### src/rtl/risky_pkg.sv
// Shared decode definitions for the ALU issue stage: opcodes, funct fields, ALU codes, entry bundle.
// Latency: n/a (types and constants only).
// Backpressure: n/a.
package risky_pkg;

    localparam logic [6:0] OP_R     = 7'b0110011;
    localparam logic [6:0] OP_I     = 7'b0010011;
    localparam logic [6:0] OP_LOAD  = 7'b0000011;
    localparam logic [6:0] OP_STORE = 7'b0100011;

    localparam logic [2:0] F3_ADD = 3'b000;
    localparam logic [2:0] F3_SLT = 3'b010;
    localparam logic [2:0] F3_XOR = 3'b100;
    localparam logic [2:0] F3_AND = 3'b111;
    localparam logic [2:0] F3_W   = 3'b010;

    localparam logic [6:0] F7_BASE = 7'b0000000;
    localparam logic [6:0] F7_ALT  = 7'b0100000;

    localparam logic [5:0] ALU_ADD = 6'b000000;
    localparam logic [5:0] ALU_SUB = 6'b001000;
    localparam logic [5:0] ALU_SLT = 6'b000010;
    localparam logic [5:0] ALU_XOR = 6'b000100;
    localparam logic [5:0] ALU_AND = 6'b000111;

    // One decoded instruction as it travels toward execute.
    typedef struct packed {
        logic [5:0]  alu_ctrl;
        logic [31:0] op_a;
        logic [31:0] op_b;
        logic [31:0] store_data;
        logic [4:0]  rd;
        logic        reg_write;
        logic        mem_read;
        logic        mem_write;
        logic        illegal_inst;
    } entry_t;

    // funct3 values shared by R-type (funct7=0) and I-type ALU ops.
    function automatic logic f3_supported(input logic [2:0] f3);
        return (f3 == F3_ADD) || (f3 == F3_SLT) || (f3 == F3_XOR) || (f3 == F3_AND);
    endfunction

    function automatic logic [5:0] f3_to_alu(input logic [2:0] f3);
        case (f3)
            F3_SLT:  return ALU_SLT;
            F3_XOR:  return ALU_XOR;
            F3_AND:  return ALU_AND;
            default: return ALU_ADD;
        endcase
    endfunction

endpackage

### src/rtl/alu_op_decode.sv
// Combinational decode of one RV32 instruction plus register data into an entry_t.
// Latency: zero (pure combinational).
// Backpressure: none; the issue stage decides when the result is captured.
module alu_op_decode
    import risky_pkg::*;
(
    input  logic [31:0] instruction,
    input  logic [31:0] rs1_data,
    input  logic [31:0] rs2_data,
    output entry_t      entry
);

    logic [6:0]  opcode;
    logic [2:0]  funct3;
    logic [6:0]  funct7;
    logic [31:0] imm_i;
    logic [31:0] imm_s;

    assign opcode = instruction[6:0];
    assign funct3 = instruction[14:12];
    assign funct7 = instruction[31:25];
    assign imm_i  = {{20{instruction[31]}}, instruction[31:20]};
    assign imm_s  = {{20{instruction[31]}}, instruction[31:25], instruction[11:7]};

    logic        legal;
    logic [5:0]  alu;
    logic [31:0] op_b;
    logic        wr, rd_mem, wr_mem, has_rd;

    // Classify the encoding; anything unmatched stays illegal and issues as an all-zero bundle.
    always_comb begin
        legal  = 1'b0;
        alu    = ALU_ADD;
        op_b   = '0;
        wr     = 1'b0;
        rd_mem = 1'b0;
        wr_mem = 1'b0;
        has_rd = 1'b0;
        entry  = '0;

        case (opcode)
            OP_R: begin
                op_b   = rs2_data;
                wr     = 1'b1;
                has_rd = 1'b1;
                if (funct7 == F7_BASE && f3_supported(funct3)) begin
                    legal = 1'b1;
                    alu   = f3_to_alu(funct3);
                end else if (funct7 == F7_ALT && funct3 == F3_ADD) begin
                    legal = 1'b1;
                    alu   = ALU_SUB;
                end
            end
            OP_I: begin
                op_b   = imm_i;
                wr     = 1'b1;
                has_rd = 1'b1;
                legal  = f3_supported(funct3);
                alu    = f3_to_alu(funct3);
            end
            OP_LOAD: begin
                op_b   = imm_i;
                wr     = 1'b1;
                rd_mem = 1'b1;
                has_rd = 1'b1;
                legal  = (funct3 == F3_W);
            end
            OP_STORE: begin
                op_b   = imm_s;
                wr_mem = 1'b1;
                legal  = (funct3 == F3_W);
            end
            default: legal = 1'b0;
        endcase

        if (legal) begin
            entry.alu_ctrl   = alu;
            entry.op_a       = rs1_data;
            entry.op_b       = op_b;
            entry.store_data = wr_mem ? rs2_data : 32'd0;
            entry.rd         = has_rd ? instruction[11:7] : 5'd0;
            // Writes to x0 are architecturally dropped.
            entry.reg_write  = wr && (instruction[11:7] != 5'd0);
            entry.mem_read   = rd_mem;
            entry.mem_write  = wr_mem;
        end else begin
            entry.illegal_inst = 1'b1;
        end
    end

endmodule

### src/rtl/alu_issue_stage.sv
// Decode/issue stage: registers decoded ALU entries toward execute (optional skid via ALU_ISSUE_SKID_EN).
// Latency: one cycle from accept to out_valid; one entry per cycle while out_ready is high.
// Backpressure: payload held while stalled; inst_ready combinational (default) or registered !skid_full (skid build).
module alu_issue_stage
    import risky_pkg::*;
(
    input  logic        clock,
    input  logic        reset,
    input  logic        inst_valid,
    output logic        inst_ready,
    input  logic [31:0] instruction,
    input  logic [31:0] rs1_data,
    input  logic [31:0] rs2_data,
    input  logic        flush,
    output logic        out_valid,
    input  logic        out_ready,
    output logic [5:0]  ALU_Control,
    output logic [31:0] operand_A,
    output logic [31:0] operand_B,
    output logic [31:0] store_data,
    output logic [4:0]  rd,
    output logic        reg_write,
    output logic        mem_read,
    output logic        mem_write,
    output logic        illegal_inst
);

    entry_t dec_entry;
    entry_t out_q;
    logic   accept;
    logic   pop;

    alu_op_decode u_decode (
        .instruction (instruction),
        .rs1_data    (rs1_data),
        .rs2_data    (rs2_data),
        .entry       (dec_entry)
    );

    assign pop    = out_valid && out_ready;
    assign accept = inst_valid && inst_ready && !flush;

`ifdef ALU_ISSUE_SKID_EN
    entry_t skid_q;
    logic   skid_full;

    // Ready depends only on flop state, so no combinational path from out_ready.
    assign inst_ready = !reset && !skid_full;

    // Output register plus skid: the skid catches the one entry accepted while output is stalled.
    always_ff @(posedge clock) begin
        if (reset) begin
            out_valid <= 1'b0;
            out_q     <= '0;
            skid_full <= 1'b0;
            skid_q    <= '0;
        end else if (flush) begin
            out_valid <= 1'b0;
            skid_full <= 1'b0;
        end else if (!out_valid || pop) begin
            if (skid_full) begin
                // Skid is older than anything arriving now; inst_ready was low so no accept.
                out_q     <= skid_q;
                out_valid <= 1'b1;
                skid_full <= 1'b0;
            end else if (accept) begin
                out_q     <= dec_entry;
                out_valid <= 1'b1;
            end else begin
                out_valid <= 1'b0;
            end
        end else if (accept) begin
            skid_q    <= dec_entry;
            skid_full <= 1'b1;
        end
    end
`else
    assign inst_ready = !reset && (!out_valid || out_ready);

    // Single output register; a pop and an accept in the same cycle replace the entry with no bubble.
    always_ff @(posedge clock) begin
        if (reset) begin
            out_valid <= 1'b0;
            out_q     <= '0;
        end else if (flush) begin
            out_valid <= 1'b0;
        end else if (accept) begin
            out_q     <= dec_entry;
            out_valid <= 1'b1;
        end else if (pop) begin
            out_valid <= 1'b0;
        end
    end
`endif

    assign ALU_Control  = out_q.alu_ctrl;
    assign operand_A    = out_q.op_a;
    assign operand_B    = out_q.op_b;
    assign store_data   = out_q.store_data;
    assign rd           = out_q.rd;
    assign reg_write    = out_q.reg_write;
    assign mem_read     = out_q.mem_read;
    assign mem_write    = out_q.mem_write;
    assign illegal_inst = out_q.illegal_inst;

endmodule

### config.mk
export PLATFORM = sky130hd
export DESIGN_NAME = alu_issue_stage
export DESIGN_NICKNAME = d
export VERILOG_FILES = /design/src/rtl/risky_pkg.sv /design/src/rtl/alu_op_decode.sv /design/src/rtl/alu_issue_stage.sv
export SDC_FILE = /design/constraint.sdc
export NUM_CORES = 1
export LEC_CHECK = 0
export CAP_MARGIN = 20
export CORE_UTILIZATION = 37
export CTS_CLUSTER_DIAMETER = 40
export DETAILED_ROUTE_END_ITERATION = 8
export PLACE_DENSITY = 0.76
export SLEW_MARGIN = 20
export SYNTH_ARGS = -nofsm -noshare
export SYNTH_HDL_FRONTEND = slang
export SYNTH_SLANG_ARGS = --single-unit
### constraint.sdc
create_clock -name clock -period 2.06 [get_ports clock]
set_input_delay 0.618 -clock clock [delete_from_list [all_inputs] [get_ports clock]]
set_output_delay 0.618 -clock clock [all_outputs]
set_load 0.01 [all_outputs]
==> metrics.md <==
| Metric | Value |
|---|---|
| Outcome | complete, but fails checks |
| Failing checks | negative setup slack |
| DR iter-0 viols | about 230 |
| First-pass detailed-route iteration total | 4 |
| IO Count | approximately 210 |
| MaxCap Viol Count | 0 |
| Synthesis-to-finish area growth | 70.7% |
| Synth unique cells | 47 |
| Crit Path Category | input port to flip-flop |
| Achievable Freq | around 0.48 GHz |
| Hold depth | 2 |
| CP Capture Type | flip-flop |
| Synth area leader | dfxtp_1 |
| Global Route Usage Sum | 0.247 |
| First-pass GRT wire length | between 20000 and 25000 um |
| Clk slew on worst S/H paths | 0.07 ns |
| GR Overflow Total | 0 |
| Synth Cell Area | 4630 um2 |
| Top post-synthesis cells by area | dfxtp_1 48%, mux2i_1 9.3%, a32o_1 8.0% |
| Max incr delay on CP | between 0.5 and 0.6 ns |
| Post-synth top area share | 0.476 |
| Crit-path cells | dlygate4sd2_1 -> or4_4 -> nor4_4 -> buf_4 -> buf_6 -> a211oi_4 -> o41ai_1 |
| Vias/cell | 5.23 |
| Final Max Slew Viols | 0 |
| Clk buf depth | 2 |
| Hold WS | 0.452 ns |
| Placed Area | slightly above 7000 um2 |
| Async SR Flop Fraction | 0 |
| Largest net degree at the start of global routing | 46 |
| Synthesized instance count | 430 |
| CTS H-Tree Depth | 3 |
| Post-layout min period | 2.06 ns |
| Share of layout cells above drive strength 1 | 0.241 |
| Routed Antenna Nets | 0 |
| Die Y | ~110 um |
| Crit path max fanout | 5 |
| Sequential share of the synthesized area | 0.476 |
| RSZ-0062 raised after global routing | yes |
| Slew Limit Headroom | 0.649 |
| Total vias in the final route | 4436 |
| Row cnt | 40 |
| Number of synthesized flops with an enable pin | 0 |
| Post-route setup slack | -0.00464 ns |
| P_leak | 2.76 nW |
| Post-Route WL | 16100 um |
| Diodes inserted | 0 |
| Number of global-route vias before repair | 4372 |
| Hold Fails Final Rpt | 0 |
| Slew @ Worst Pin | roughly 0.52 ns |
| Ys flop type | dfxtp_1 |
| Drt wl/cell | 19.0 um |
| Stages on the worst setup path | 7 |
| Setup violations, final | 1 |
| CTS Sinks | 110 |
| Startpoint Class | input port |
| Full die area | 13000 um2 |
| Seq cells post-synth | 110 |
| Final core utilization | 0.652 |
| CP bufs+invs | 3 |
| Die X-Extent | approximately 110 um |
| Yosys Warn Count | 0 |
| Pwr Density | 576 nW/um2 |
| Fin crit share | 1.00 |
| Clock Skews | 0.00687 ns |
| CTS tree | yes |
| Worst EP required | 2.30 ns |
| Initial Utilization | 0.382 |
| Placer Congestion | 0.860 |
| Hold crit path type | flip-flop to flip-flop |
| Delay-heaviest family, CP | simple AND/OR/NAND/NOR gates |
| Dpl ws | -0.905 ns |
| DR DRC count | 0 |
| Post-Layout Inst Area | between 7000 and 8000 um2 |
| Post-DP HPWL | 10900 um |
| CP max-delay cell | or4_4 |
| Syn Area/Cell | approximately 11 um2 |
| Num CTS Buffers | 9 |
| Worst-Skew Late Latency | 0.36 ns |
| Final nets | 776 |
| Buffers on Ports | 206 |
| Core box area | around 12000 um2 |
| Worst path arrival time | between 2 and 2.5 ns |
| Root buffer cell | clkbuf_16 |
| Initial antenna violation count | 0 |
| Worst VDD drop | 326 uV |
| R2R depth | 5 |
| Setup tns final | -0.00464 ns |
[sequential cells by signal, indices dropped and copies added, names as in the netlist]
name          count
ALU_Control       4
illegal_inst      1
mem_read          1
mem_write         1
operand_A        32
operand_B        32
out_valid         1
rd                5
reg_write         1
store_data       32
[cell type report]
| class | instances | area [um2] |
|---|---|---|
| timing repair buffer | 278 | 2850 |
| clock inverter | 3 | 20.0 |
| fill | 994 | 4210 |
| sequential | 110 | 2200 |
| inverter | 1 | 3.75 |
| tap | 168 | 210 |
| clock buffer | 13 | 250 |
| multi-input combinational | 275 | 2370 |
[path summary, 6_finish.rpt]
| kind | start | to | slack [ns] |
|---|---|---|---|
| hold / removal | operand_B[19]$_SDFFE_PP0P_ | operand_B[19]$_SDFFE_PP0P_ | 0.45 |
| setup / recovery | instruction[29] | mem_read$_SDFFE_PP0P_ | -0.005 |
| hold reg to reg | operand_B[19]$_SDFFE_PP0P_ | operand_B[19]$_SDFFE_PP0P_ | 0.45 |
| setup reg to reg | out_valid$_SDFFE_PP0P_ | store_data[2]$_SDFFE_PP0P_ | 0.54 |
[kinds of logic after synthesis]
group                    Yosys count  share of synthesized area
other                              1                   0.000810
multiplexers                      43                     0.0930
adder cells (fa/ha/maj)            1                    0.00216
XOR/XNOR                           3                    0.00568
flip-flops                       110                      0.476
AO/OA/AOI/OAI                    112                      0.200
buffers and inverters             47                     0.0657
AND/OR/NAND/NOR                  113                      0.157
[worst min-delay path, cell delays in order, from the launching register on]
cell and delay, ns:
dfxtp_1 0.32, nand2_1 0.05, o31ai_1 0.05
[what timing repair did]
item | 4_1_cts | 5_1_grt
setup endpoints to repair | 110 | 99
cloned | 8 | 0
hold buffers | 0 | 0
gates resized for setup | 79 | 12
pin swaps | 57 | 5
setup buffers | 19 | 0
[power breakdown]
group          internal (W)  switching [W]  leakage [nW]
registers           0.00215      0.0000116         0.888
clock network      0.000854       0.000784         0.126
logic              0.000407       0.000350          1.75
[cell usage after synthesis, drive strengths merged (2+ instances only)]
library cell    n
and2            4
nand3           7
nand2          41
mux2i          43
nor2            9
or4             3
a211o           2
a32o           37
dfxtp         110
nor3           36
nand2b          2
a21oi          29
nand4           2
nor4b           2
buf            25
o31ai          27
clkbuf         21
o21ai           7
a211oi          2
xnor2           3
or3b            2
[layout by cell type, fill, tap and decap left out, drive strengths merged, types with 2 or more instances in the layout]
cell type      count
clkdlybuf4s50    193
o21ai              7
nand4              2
nor2               9
clkinvlp           2
nor4b              2
clkbuf            15
a32o              37
or4                3
and2               4
conb               2
nor3              36
buf               75
clkdlybuf4s15      4
nand2             41
or3b               2
mux2i             43
a211o              2
dlygate4sd2        4
nand2b             2
dfxtp            110
o31ai             27
a21oi             29
nand3              7
a211oi             3
xnor2              3
[metal layers]
metal  share of wire  routed length, um  global-route usage
met5               0                  0                   0
met4           0.026                419               0.110
met3           0.051                826              0.0414
met2            0.50               8080               0.421
met1            0.42               6790               0.308
[stage by stage]
step	instances	total power, W
finish	848	0.00455
global route	848	0.00472
CTS	848	0.00456
detailed placement	806	0.00284
global placement	806	0.00282
floorplan	431	0.00249
Power figures use the tool's default switching activity.
